[src/rtl/irq_pkg.sv]
// irq_pkg: shared types and constants for the interrupt controller.
// FSM state encoding, source indices and cause-code width.
package irq_pkg;

  typedef enum logic [1:0] {
    IDLE = 2'd0,
    REQ  = 2'd1,
    ACK  = 2'd2
  } state_t;

  localparam int SRC_TIMER = 0;
  localparam int SRC_EXT   = 1;
  localparam int CAUSE_W   = 4;

endpackage

[src/rtl/irq_sync.sv]
// irq_sync: STAGES-deep synchroniser chain, async active-low reset.
// Ports: clk, rstn, d (async level in), q (synchronised level out).
module irq_sync #(
  parameter int STAGES = 2
) (
  input  logic clk,
  input  logic rstn,
  input  logic d,
  output logic q
);

  logic [STAGES-1:0] chain;

  always_ff @(posedge clk or negedge rstn) begin
    if (!rstn) begin
      chain <= '0;
    end else begin
      chain[0] <= d;
      for (int i = 1; i < STAGES; i++) begin
        chain[i] <= chain[i-1];
      end
    end
  end

  assign q = chain[STAGES-1];

endmodule

[src/rtl/irq_ctrl.sv]
// irq_ctrl: edge-latched two-source interrupt controller with
// fixed priority, registered request/cause and timed source ack.
// Ports: clk, rstn, timer_int, external_int, irq_en, irq_mask,
// cpu_irq_ack -> irq_req, irq_cause, timer_int_ack, ext_int_ack,
// irq_pending.
module irq_ctrl
  import irq_pkg::*;
#(
  parameter int SYNC_STAGES   = 2,
  parameter int EXT_HIGH_PRIO = 1,
  parameter int ACK_LEN       = 1,
  parameter int TIMER_CAUSE   = 7,
  parameter int EXT_CAUSE     = 11
) (
  input  logic               clk,
  input  logic               rstn,
  input  logic               timer_int,
  input  logic               external_int,
  input  logic               irq_en,
  input  logic [1:0]         irq_mask,
  input  logic               cpu_irq_ack,
  output logic               irq_req,
  output logic [CAUSE_W-1:0] irq_cause,
  output logic               timer_int_ack,
  output logic               ext_int_ack,
  output logic [1:0]         irq_pending
);

  localparam logic [3:0] ACK_CNT =
    4'(ACK_LEN - 1);
  localparam logic [CAUSE_W-1:0] T_CAUSE =
    CAUSE_W'(TIMER_CAUSE);
  localparam logic [CAUSE_W-1:0] E_CAUSE =
    CAUSE_W'(EXT_CAUSE);

  state_t     state;
  logic       ext_sync;
  logic [1:0] lvl;
  logic [1:0] prev;
  logic [1:0] rise;
  logic [1:0] pend;
  logic [1:0] clr;
  logic [1:0] elig;
  logic       win;
  logic       win_nxt;
  logic [3:0] cnt;

  irq_sync #(
    .STAGES(SYNC_STAGES)
  ) u_sync (
    .clk (clk),
    .rstn(rstn),
    .d   (external_int),
    .q   (ext_sync)
  );

  assign lvl  = {ext_sync, timer_int};
  assign rise = lvl & ~prev;

  // win: 0 = timer, 1 = external.
  always_comb begin
    elig = pend & irq_mask & {2{irq_en}};
    if (EXT_HIGH_PRIO != 0) begin
      win_nxt = elig[SRC_EXT];
    end else begin
      win_nxt = ~elig[SRC_TIMER];
    end
  end

  // Pending bit of the winner drops as its ack starts.
  always_comb begin
    clr = 2'b00;
    if (state == REQ && cpu_irq_ack) begin
      clr[win] = 1'b1;
    end
  end

  // A new edge in the clear cycle must not be lost.
  always_ff @(posedge clk or negedge rstn) begin
    if (!rstn) begin
      prev <= 2'b00;
      pend <= 2'b00;
    end else begin
      prev <= lvl;
      pend <= (pend & ~clr) | rise;
    end
  end

  always_ff @(posedge clk or negedge rstn) begin
    if (!rstn) begin
      state         <= IDLE;
      irq_req       <= 1'b0;
      irq_cause     <= '0;
      win           <= 1'b0;
      cnt           <= 4'd0;
      timer_int_ack <= 1'b0;
      ext_int_ack   <= 1'b0;
    end else begin
      unique case (state)
        IDLE: begin
          if (|elig) begin
            win       <= win_nxt;
            irq_cause <= win_nxt ? E_CAUSE
                                 : T_CAUSE;
            irq_req   <= 1'b1;
            state     <= REQ;
          end
        end
        REQ: begin
          if (cpu_irq_ack) begin
            irq_req       <= 1'b0;
            cnt           <= ACK_CNT;
            timer_int_ack <= ~win;
            ext_int_ack   <= win;
            state         <= ACK;
          end else if (!irq_en ||
                       !irq_mask[win]) begin
            irq_req <= 1'b0;
            state   <= IDLE;
          end
        end
        ACK: begin
          if (cnt == 4'd0) begin
            timer_int_ack <= 1'b0;
            ext_int_ack   <= 1'b0;
            state         <= IDLE;
          end else begin
            cnt <= cnt - 4'd1;
          end
        end
        default: begin
          state <= IDLE;
        end
      endcase
    end
  end

  assign irq_pending = pend;

endmodule

[config.mk]
export PLATFORM = sky130hd
export DESIGN_NAME = irq_ctrl
export DESIGN_NICKNAME = d
export VERILOG_FILES = /design/src/rtl/irq_pkg.sv /design/src/rtl/irq_sync.sv /design/src/rtl/irq_ctrl.sv
export SDC_FILE = /design/constraint.sdc
export NUM_CORES = 1
export LEC_CHECK = 0
export CAP_MARGIN = 20
export CORE_MARGIN = 10
export CORE_UTILIZATION = 45
export CTS_BUF_LIST = sky130_fd_sc_hd__clkbuf_8 sky130_fd_sc_hd__clkbuf_16
export CTS_CLUSTER_DIAMETER = 40
export DETAILED_ROUTE_END_ITERATION = 8
export PLACE_DENSITY = 0.72
export SYNTH_ARGS = -nofsm -noshare
export SYNTH_HDL_FRONTEND = slang
export SYNTH_SLANG_ARGS = --single-unit
[constraint.sdc]
create_clock -name clk -period 4.6 [get_ports clk]
set_clock_uncertainty 0.1 [all_clocks]
set_input_delay 0.92 -clock clk [delete_from_list [all_inputs] [get_ports clk]]
set_output_delay 0.92 -clock clk [all_outputs]
set_load 0.1 [all_outputs]
* Word-level counts from Yosys, hierarchy flattened
Index checks and enable logic that the tools add are counted. Widths: inputs -> output; s select.
Storage, ports and cells: logic and storage cells 66, register bits 20, output and inout port bits 9, bits of input ports 8
Cells by class: equality and inequality tests 7, bitwise operators 8, reduce and logical (&&, ||, !) cells 15, mux-type cells 23, add/subtract/negate cells 1, order comparisons 2
Operators with widths (number):
- $mux 4 | 3
- $reduce_and 3->1 | 4
- $mux 2 | 5
- $mux 1 | 9
- $and 2x2->2 | 4
- $ne 2x2->1 const B | 4
- $pmux 4 s2 | 1
- $pmux 1 s2 | 3
- $pmux 2 s3 | 1
- $logic_not 4->1 | 1
- $not 2->2 | 2
- $reduce_bool 2->1 | 2
- $sub 4x1->4 const B | 1
- $ne 3x2->1 const B | 1
- $eq 2x1->1 const B | 1
- $eq 2x2->1 const B | 1
- $logic_and 1x1->1 | 2
- $logic_not 1->1 | 2
- $logic_not 2->1 | 1
- $lt 1x2->1 const B | 1
- $or 2x2->2 | 1
- $reduce_and 2->1 | 1
- $reduce_or 2->1 | 1
- $demux 1 s1 | 1
- 3 further kinds | 3

* Logic depth before layout (Yosys ltp)
Gate-level depths: netlist of the first run.
depth in word-level cells 8, mapped depth 5, depth with buffers taken out 5

* Hierarchy
From an unflattened synthesis of the first run, not the netlist that was laid out.
Unflattened totals: cells, all modules 71, area total of the unflattened synthesis 809.5 um2
By module, submodules not included:
- irq_ctrl | seq. area each 400.4 um2, times used 1, area each 759.5 um2, cells each 69
- irq_sync | seq. area each 50.0 um2, times used 1, area each 50.0 um2, cells each 2

* Least setup slack after synthesis of the first run
Ideal clock, no wire load.
path kind flip-flop to output port, from register irq_cause[1], to output irq_cause[1], stages on the path, launching flop included 2, arrival 1.333 ns, setup slack 2.247 ns, required time 3.580 ns, path buffers 1, path through dfrtp_1 -> buf_4
RTL lines:
- start, declared | RTL line irq_ctrl.sv:23 | output logic [CAUSE_W-1:0] irq_cause,
- start signal, assigned | RTL line irq_ctrl.sv:103 | irq_cause <= win_nxt ? E_CAUSE
No word-level cell between the ends.

* Worst setup path in the final report of the first run
from register irq_cause[3], to output irq_cause[3]
No word-level cell between the ends.

==> results of run 1 <==
worst register-to-register path: stages (launching register included):
cell	delay [ns]
dfrtp_1	0.43
inv_1	0.08
ha_1	0.16
or3b_4	0.41
and2_4	0.18
a311oi_1	0.25
stage by stage:
stage | power, mW | cells | hold slack (ns) | instance area [sq um] | worst slack [ns]
finish | 0.591 | 117 | 0.255 | 1030 | 1.69
global route | 0.617 | 117 | 0.271 | 1030 | 1.65
CTS | 0.597 | 117 | 0.259 | 1030 | 1.69
detailed placement | 0.467 | 113 | 0.238 | 976 | 1.98
global placement | 0.464 | 113 | 0.242 | 976 | 2.00
floorplan | 0.403 | 75 | 0.231 | 803 | 2.25
sequential cells by signal, indices dropped and copies added, names as in the netlist:
register / flops
prev: 2
state: 2
irq_req: 1
timer_int_ack: 1
ext_int_ack: 1
cnt: 4
u_sync.chain: 2
irq_cause: 3
irq_pending: 2
cell type report:
type / instances / share of cell area [%]
flip-flops and latches: 18 / 43.7
multi-input cells: 46 / 29.5
repair buffers: 16 / 15.5
clock buffers: 4 / 5.34
well taps: 25 / 3.03
inverters: 8 / 2.91
power by group through the flow:
stage	registers [mW]	clock network, mW	logic [mW]
2_1_floorplan	0.334	0	0.0696
3_3_place_gp	0.209	0	0.256
3_5_place_dp	0.210	0	0.257
4_1_cts	0.207	0.132	0.258
5_1_grt	0.212	0.139	0.267
6_report	0.208	0.128	0.255
per-layer routing:
metal | vias to the layer above | global-route usage [%]
li1 | 297 | -
met1 | 291 | 10.6
met2 | 14 | 13.5
met3 | 5 | 3.41
met4 | 0 | 5.31
met5 | - | 0
Yosys cell counts:
cell type and count:
a21oi_1 5, a22o_1 1, a311oi_1 2, and2_4 1
and3_1 1, buf_4 2, clkbuf_1 1, dfrtp_1 18
ha_1 1, inv_1 8, mux2_2 1, mux2i_1 4
nand2_1 6, nand2b_1 2, nand3_1 3, nand3b_1 1
nand4b_1 1, nor2b_1 1, nor3_1 1, nor4_1 1
o211ai_1 3, o21ai_0 6, o22ai_1 2, o31ai_1 1
or2_2 1, or3b_4 1
path summary, 6_finish.rpt:
kind	from	endpoint	slack, ns	depth (start not counted)
worst max-delay path	irq_cause[3]$_DFFE_PN0P_	irq_cause[3]	1.69	1
worst min-delay path	u_sync.chain[0]$_DFF_PN0_	u_sync.chain[1]$_DFF_PN0_	0.25	0
worst max register to register	cnt[0]$_DFFE_PN0P_	cnt[1]$_DFFE_PN0P_	2.90	5
worst min register to register	u_sync.chain[0]$_DFF_PN0_	u_sync.chain[1]$_DFF_PN0_	0.25	0
max in group asynchronous	rstn	irq_pending[1]$_DFF_PN0_	2.87	1
min in group asynchronous	rstn	ext_int_ack$_DFFE_PN0P_	1.03	1
kinds of logic after synthesis:
| family | share of synthesized area, % |
|---|---|
| and+or+nand+nor | 14.5 |
| AOI/OAI and AO/OA | 15.4 |
| adders and majority gates | 1.56 |
| DFF | 56.1 |
| muxes | 6.39 |
| buffers and inverters | 6.07 |
==> flow_summary.yaml, run 1 <==
global_routing:
  antenna_found_initial: 0
  grt_usage_pct: 8.96
  grt_pass1_vias: 668
  grt_pass1_wl_um: 2930
  grt_max_degree: 19
  grt_overflow: 0
clock_tree:
  cts_buffer_depth: 2
  path_clk_slew_ns: 0.07
  htree_num_levels: 1
  cts_setup_buffers: 0
  cts_tree: "built"
  cts_buffers: 3
  clkSinkCount: 18
  cts_hold_buf: 0
  clock_latency_ns: 0.26
  ctsResizeCount: 0
  root_buffer: "clkbuf_8"
sta:
  fin_crit_sh_pct: 63.2
  max_freq_ghz: 0.344
  setup_viol: 0
  relSlewSlack_pct: 34.3
  report.final.hold_viol_count: 0
  setup-tns-final_ns: 0
  fin_crit_ns: 2.91
  final-max-slew-violation-count: 0
  rsz0062_at_grt: "false"
  worst_pin_slew_ns: 0.983
place:
  port_buffers: 16
  hpwl_um: 1200
  gp_congestion: 0.793
critical_path:
  end_kind: "output pin"
  worstPathCellList: "clkdlybuf4s50_1"
  crit_type: "register to output pin"
  max_stage_delay_ns: 1.18
  cp_num_buf_inv: 1
  crit_path_top_delay_cell: "clkdlybuf4s50_1"
  critPathLaunchType: "register"
  cp_max_fo: 6
  cp.arrival_ns: 1.89
  required_ns: 3.58
  cp_top_family: "buffers and inverters"
detailed_routing:
  vias: 607
  met1_length_um: 753
  first_pass_iters: 4
  wire_per_inst_um: 13.8
  vias_per_cell: 5.19
  top_layer: "met4"
  postRouteAntennaNets: 0
  postRouteWirelength_um: 1620
  drcViolationCount: 0
  drtIter0Drc: 15
  met2_length_um: 733
  wl_met3_um: 92
logic_synthesis:
  synthTopCellsByArea: "dfrtp_1 (56%), mux2i_1 (5.0%), o21ai_0 (3.7%)"
  syn_area_sq_um: 803
  yosysTopAreaCellShare_pct: 56.1
  syn_inst: 75
  synth.distinct_cells: 26
  syn_area_per_cell_sq_um: 10.7
  ys_ff_latch: 18
  ys.warnings.count: 0
  synth.largest_area_cell: "dfrtp_1"
  ys_seq_area_share_pct: 56.1
  synth_nets: 84
final_layout:
  layout_commonest_cell: "dfrtp_1"
  antenna_cells: 0
  final_core_util_pct: 60.4
  multi_input_area_sq_um: 304
  drive_gt1_share_pct: 8.70
  final_net_count: 102
  area_growth_pct: 28.3
  fill_cells: 140
  regArea_sq_um: 450
  mostFrequentLayoutCells: "dfrtp_1 (18), clkdlybuf4s50_1 (16), inv_1 (8), o21ai_0 (6), nand2_1 (6)"
power_and_ir_drop:
  p_seq_share_pct: 35.1
  cellPowerDensity_nw_per_um2: 574
  vdd_ir_drop_max_mv: 0.308
  p_clk_share_pct: 21.7
  p_comb_share_pct: 43.2
  power_switching_mw: 0.270
  p_sw_share_pct: 45.6
  leakagePower_nw: 0.445
  internal-power_mw: 0.322
floorplanning:
  fp-row-count: 15
  die_y_um: 62.3
  dieArea_sq_um: 3880
  start_util_pct: 47.0
  design.core.area_sq_um: 1710
  ios: 17
  die_x_um: 62.3
min_path:
  hp-class: "register to register"
run:
  max_cap_violations: 0
status:
  status: "completed"
(Power assumes the default switching activity.)
==> inputs of run 2 (changes only) <==
clock period = 2.95 ns   (was 4.6 ns; I/O delays follow)
==> flow_summary.yaml, run 2 (same netlist as run 1, synthesis figures left out) <==
status:
  status: "completed"
critical_path:
  required_ns: 2.26
  ff2ff_setup_slack_ns: 1.26
  r2r_cells: 5
  r2r-start: "cnt[0]$_DFFE_PN0P_"
  critPathLaunchType: "register"
  cp.arrival_ns: 1.04
  r2r-end: "cnt[0]$_DFFE_PN0P_"
  end_kind: "output pin"
  cp_max_fo: 6
  worstPathCellList: "buf_4"
  cp_num_buf_inv: 1
  crit_path_top_delay_cell: "dfrtp_1"
  cp_top_family: "flip-flops"
  max_stage_delay_ns: 0.45
  crit_type: "register to output pin"
final_layout:
  mostFrequentLayoutCells: "dfrtp_1 (18), buf_4 (9), inv_1 (8), clkdlybuf4s50_1 (7)"
  largestRegisters: "cnt (4), irq_cause (3)"
  drive_gt1_share_pct: 18.5
  largest_reg_flops: 4
  top_register: "cnt"
  area_growth_pct: 25.5
  final_net_count: 102
  layout_commonest_cell: "dfrtp_1"
  antenna_cells: 0
clock_tree:
  htree_num_levels: 1
  cts_buffers: 3
  root_buffer: "clkbuf_8"
  ctsResizeCount: 0
  clock_latency_ns: 0.25
  cts_buffer_depth: 2
  cts_hold_buf: 0
  clkSinkCount: 18
  path_clk_slew_ns: 0.07
  cts_tree: "built"
  cts_setup_buffers: 0
place:
  port_buffers: 16
  gp_congestion: 0.785
  hpwl_um: 1150
global_routing:
  grt_max_degree: 19
  grt_overflow: 0
  grt_usage_pct: 8.51
  grt_pass1_wl_um: 2760
  antenna_found_initial: 0
  grt_pass1_vias: 621
sta:
  max_freq_ghz: 0.579
  fin_crit_ns: 1.73
  rsz0062_at_grt: "false"
  worst_pin_slew_ns: 0.781
  final-max-slew-violation-count: 0
  relSlewSlack_pct: 47.8
  report.final.hold_viol_count: 0
  setup-tns-final_ns: 0
  fin_crit_sh_pct: 58.5
  setup_viol: 0
power_and_ir_drop:
  p_sw_share_pct: 45.9
  leakagePower_nw: 0.450
  p_total_mw: 0.906
  power_switching_mw: 0.416
  vdd_ir_drop_max_mv: 0.486
  p_seq_share_pct: 35.6
  p_clk_share_pct: 22.1
  cellPowerDensity_nw_per_um2: 898
  p_comb_share_pct: 42.3
  internal-power_mw: 0.490
floorplanning:
  design.core.area_sq_um: 1710
  die_y_um: 62.3
  ios: 17
  fp-row-count: 15
  dieArea_sq_um: 3880
  die_x_um: 62.3
  start_util_pct: 47.0
detailed_routing:
  first_pass_iters: 4
  drtIter0Drc: 13
  wire_per_inst_um: 13.0
  vias_per_cell: 5.09
  vias: 595
  postRouteAntennaNets: 0
  drcViolationCount: 0
  postRouteWirelength_um: 1520
min_path:
  min_delay_path_depth: 0
  hp-start: "u_sync.chain[0]$_DFF_PN0_"
  min_to: "u_sync.chain[1]$_DFF_PN0_"
  hp-class: "register to register"
run:
  max_cap_violations: 0
-- run 2: changes by cell type in the layout (fill, tap and decap cells not counted), sizes merged --
cell           before  now
clkdlybuf4s50      16    7
buf                 0    9
-- run 2: how the worst max path moves through the flow --
stage,cells after the start,endpoint,startpoint,slack [ns]
floorplan,1,irq_cause[1],irq_cause[1]$_DFFE_PN0P_,0.93
global placement,4,irq_cause[3]$_DFFE_PN0P_,irq_mask[1],0.98
finish,1,irq_cause[3],irq_cause[3]$_DFFE_PN0P_,1.22
global route,4,irq_cause[3]$_DFFE_PN0P_,irq_en,1.13
detailed placement,4,irq_cause[3]$_DFFE_PN0P_,irq_mask[1],0.95
CTS,1,irq_cause[3],irq_cause[3]$_DFFE_PN0P_,1.21
-- run 2: worst reg2reg max path, cell delays in order, from the launching register on --
cell	delay, ns
dfrtp_1	0.42
inv_1	0.07
ha_1	0.16
or3b_4	0.41
and2_4	0.17
a311oi_1	0.25
-- run 2: cell type report --
type                            count  area, sq um
Multi-Input combinational cell     46          304
Clock buffer                        4         55.1
Tap cell                           25         31.3
Inverter                            8         30.0
Sequential cell                    18          450
Fill cell                         142          699
Timing Repair Buffer               16          138
-- run 2: layer usage --
layer / up-vias / track usage [%] / share of wire (%) / routed length [um]
met4: 0 / 5.03 / 1.4 / 21
met2: 13 / 12.9 / 46 / 702
met5: - / 0 / 0 / 0
li1: 299 / - / - / -
met1: 281 / 10.1 / 49 / 744
met3: 2 / 2.87 / 3.2 / 49
-- run 2: through the flow --
stage	std cells	area (sq um)	setup WS [ns]	util, %	hold slack (ns)
floorplan	75	803	0.927	-	0.194
global placement	113	953	0.980	55.8	0.245
detailed placement	113	953	0.952	55.8	0.243
CTS	117	1010	1.21	59.0	0.263
global route	117	1010	1.13	59.0	0.268
finish	117	1010	1.22	59.0	0.259
-- run 2: power by group through the flow --
stage | clock, mW | combinational (mW) | sequential, mW
finish | 0.200 | 0.384 | 0.322
floorplan | 0 | 0.109 | 0.520
CTS | 0.204 | 0.387 | 0.323
global placement | 0 | 0.386 | 0.327
global route | 0.217 | 0.400 | 0.331
detailed placement | 0 | 0.387 | 0.328
==> inputs of run 3 (changes only) <==
clock period = 1.8 ns   (was 2.95 ns; I/O delays follow)
==> flow_summary.yaml, run 3 (same netlist as run 1, synthesis figures left out) <==
status:
  status: "completed"
detailed_routing:
  postRouteAntennaNets: 0
  wire_per_inst_um: 15.0
  first_pass_iters: 4
  vias: 636
  drtIter0Drc: 19
  postRouteWirelength_um: 1780
  drcViolationCount: 0
  vias_per_cell: 5.34
final_layout:
  largestRegisters: "cnt (4), irq_cause (3)"
  top_register: "cnt"
  post-route-cell-area_sq_um: 1150
  largest_reg_flops: 4
  drive_gt1_share_pct: 24.5
  layout_commonest_cell: "dfrtp_1"
  regArea_sq_um: 454
  final_net_count: 104
  mostFrequentLayoutCells: "dfrtp_1 (15), buf_12 (9), inv_1 (8), clkdlybuf4s50_1 (7)"
  area_growth_pct: 42.7
  fill_cells: 133
  final_cells: 119
  antenna_cells: 0
  multi_input_area_sq_um: 310
power_and_ir_drop:
  p_total_mw: 1.66
  leakagePower_nw: 0.503
  vdd_ir_drop_max_mv: 1.01
  cellPowerDensity_nw_per_um2: 1450
sta:
  final-max-slew-violation-count: 0
  fin_crit_sh_pct: 93.6
  report.final.hold_viol_count: 0
  fin_crit_ns: 1.68
  timing.hold.ws_ns: 0.261
  setup_viol: 0
  rsz0062_at_grt: "false"
  worst_pin_slew_ns: 0.445
  setup-tns-final_ns: 0
  relSlewSlack_pct: 70.3
  max_freq_ghz: 0.594
critical_path:
  cp-endpoint: "cnt[0]$_DFFE_PN0P_"
  r2r_cells: 5
  cp.arrival_ns: 1.74
  worstPathCellList: "inv_1 > ha_1 > or3b_4 > and2_4 > a311oi_2"
  cp_max_fo: 5
  crit_path_top_delay_cell: "dfrtp_2"
  cp_num_cells: 5
  crit_type: "register to register"
  r2r-end: "cnt[0]$_DFFE_PN0P_"
  required_ns: 1.85
  cp-startpoint: "cnt[0]$_DFFE_PN0P_"
  max_stage_delay_ns: 0.44
  r2r-start: "cnt[0]$_DFFE_PN0P_"
  end_kind: "register"
  cp_top_family: "simple AND/OR/NAND/NOR gates"
  ff2ff_setup_slack_ns: 0.12
  cp_num_buf_inv: 1
  critPathLaunchType: "register"
floorplanning:
  design.core.area_sq_um: 1710
  ios: 17
  fp-row-count: 15
  die_x_um: 62.3
  dieArea_sq_um: 3880
  start_util_pct: 47.0
  die_y_um: 62.3
global_routing:
  grt_overflow: 0
  grt_usage_pct: 9.51
  grt_pass1_vias: 661
  grt_pass1_wl_um: 3080
  antenna_found_initial: 0
  grt_max_degree: 19
place:
  hpwl_um: 1300
  dpl_cell_area_sq_um: 1080
  gp_congestion: 0.796
  dp_cells: 115
  port_buffers: 16
clock_tree:
  htree_num_levels: 1
  cts_buffer_depth: 2
  clock_latency_ns: 0.25
  root_buffer: "clkbuf_8"
  path_clk_slew_ns: 0.07
  cts_tree: "built"
  cts_buffers: 3
  clkSinkCount: 18
min_path:
  hp-class: "register to register"
  hp-start: "u_sync.chain[0]$_DFF_PN0_"
run:
  max_cap_violations: 0
==> run 3: cell count changes in the layout (fill, tap and decap cells not counted), sizes merged <==
cell and delta:
buf +2
==> run 3: worst min-delay path by stage <==
stage                                      to  slack [ns]  cells past startpoint
floorplan                  cnt[0]$_DFFE_PN0P_       -0.04                      0
global placement    u_sync.chain[1]$_DFF_PN0_        0.24                      0
detailed placement  u_sync.chain[1]$_DFF_PN0_        0.24                      0
CTS                 u_sync.chain[1]$_DFF_PN0_        0.26                      0
global route        u_sync.chain[1]$_DFF_PN0_        0.27                      0
finish              u_sync.chain[1]$_DFF_PN0_        0.26                      0
==> run 3: where the power goes <==
| part | total (mW) | switching (mW) | internal [mW] |
|---|---|---|---|
| sequential | 0.562 | 0.0937 | 0.469 |
| combinational | 0.778 | 0.499 | 0.280 |
| clock | 0.321 | 0.127 | 0.194 |
| total | 1.66 | 0.719 | 0.942 |
==> run 3: timing repair <==
action	in CTS	in global routing
gates resized for setup	0	2
buffers inserted	0	0
hold buffers	0	0
hold endpoints to repair	0	0
endpoints found under the setup margin	0	1
==> run 3: area by class of cell <==
type                       instances  share of cell area [%]
inverter                           8                    2.62
tap                               25                    2.73
sequential                        18                    39.6
clock buffer                       4                    4.80
multi-input combinational         46                    27.1
timing repair buffer              18                    23.1
==> run 3: through the flow <==
step / setup slack (ns) / util (%)
after floorplan: 0.00653 / -
after global routing: 0.0359 / 67.1
after CTS: 0.0966 / 66.7
after global placement: 0.142 / 63.4
after detailed placement: 0.0834 / 63.4
final: 0.116 / 67.1
==> run 3: metal layers <==
metal  global-route usage (%)  wire length (um)  vias up
li1                         -                 -      304
met1                     11.4               788      319
met2                     15.5               886       11
met3                     3.58                91        2
met4                     2.51                17        0
met5                        0                 0        -
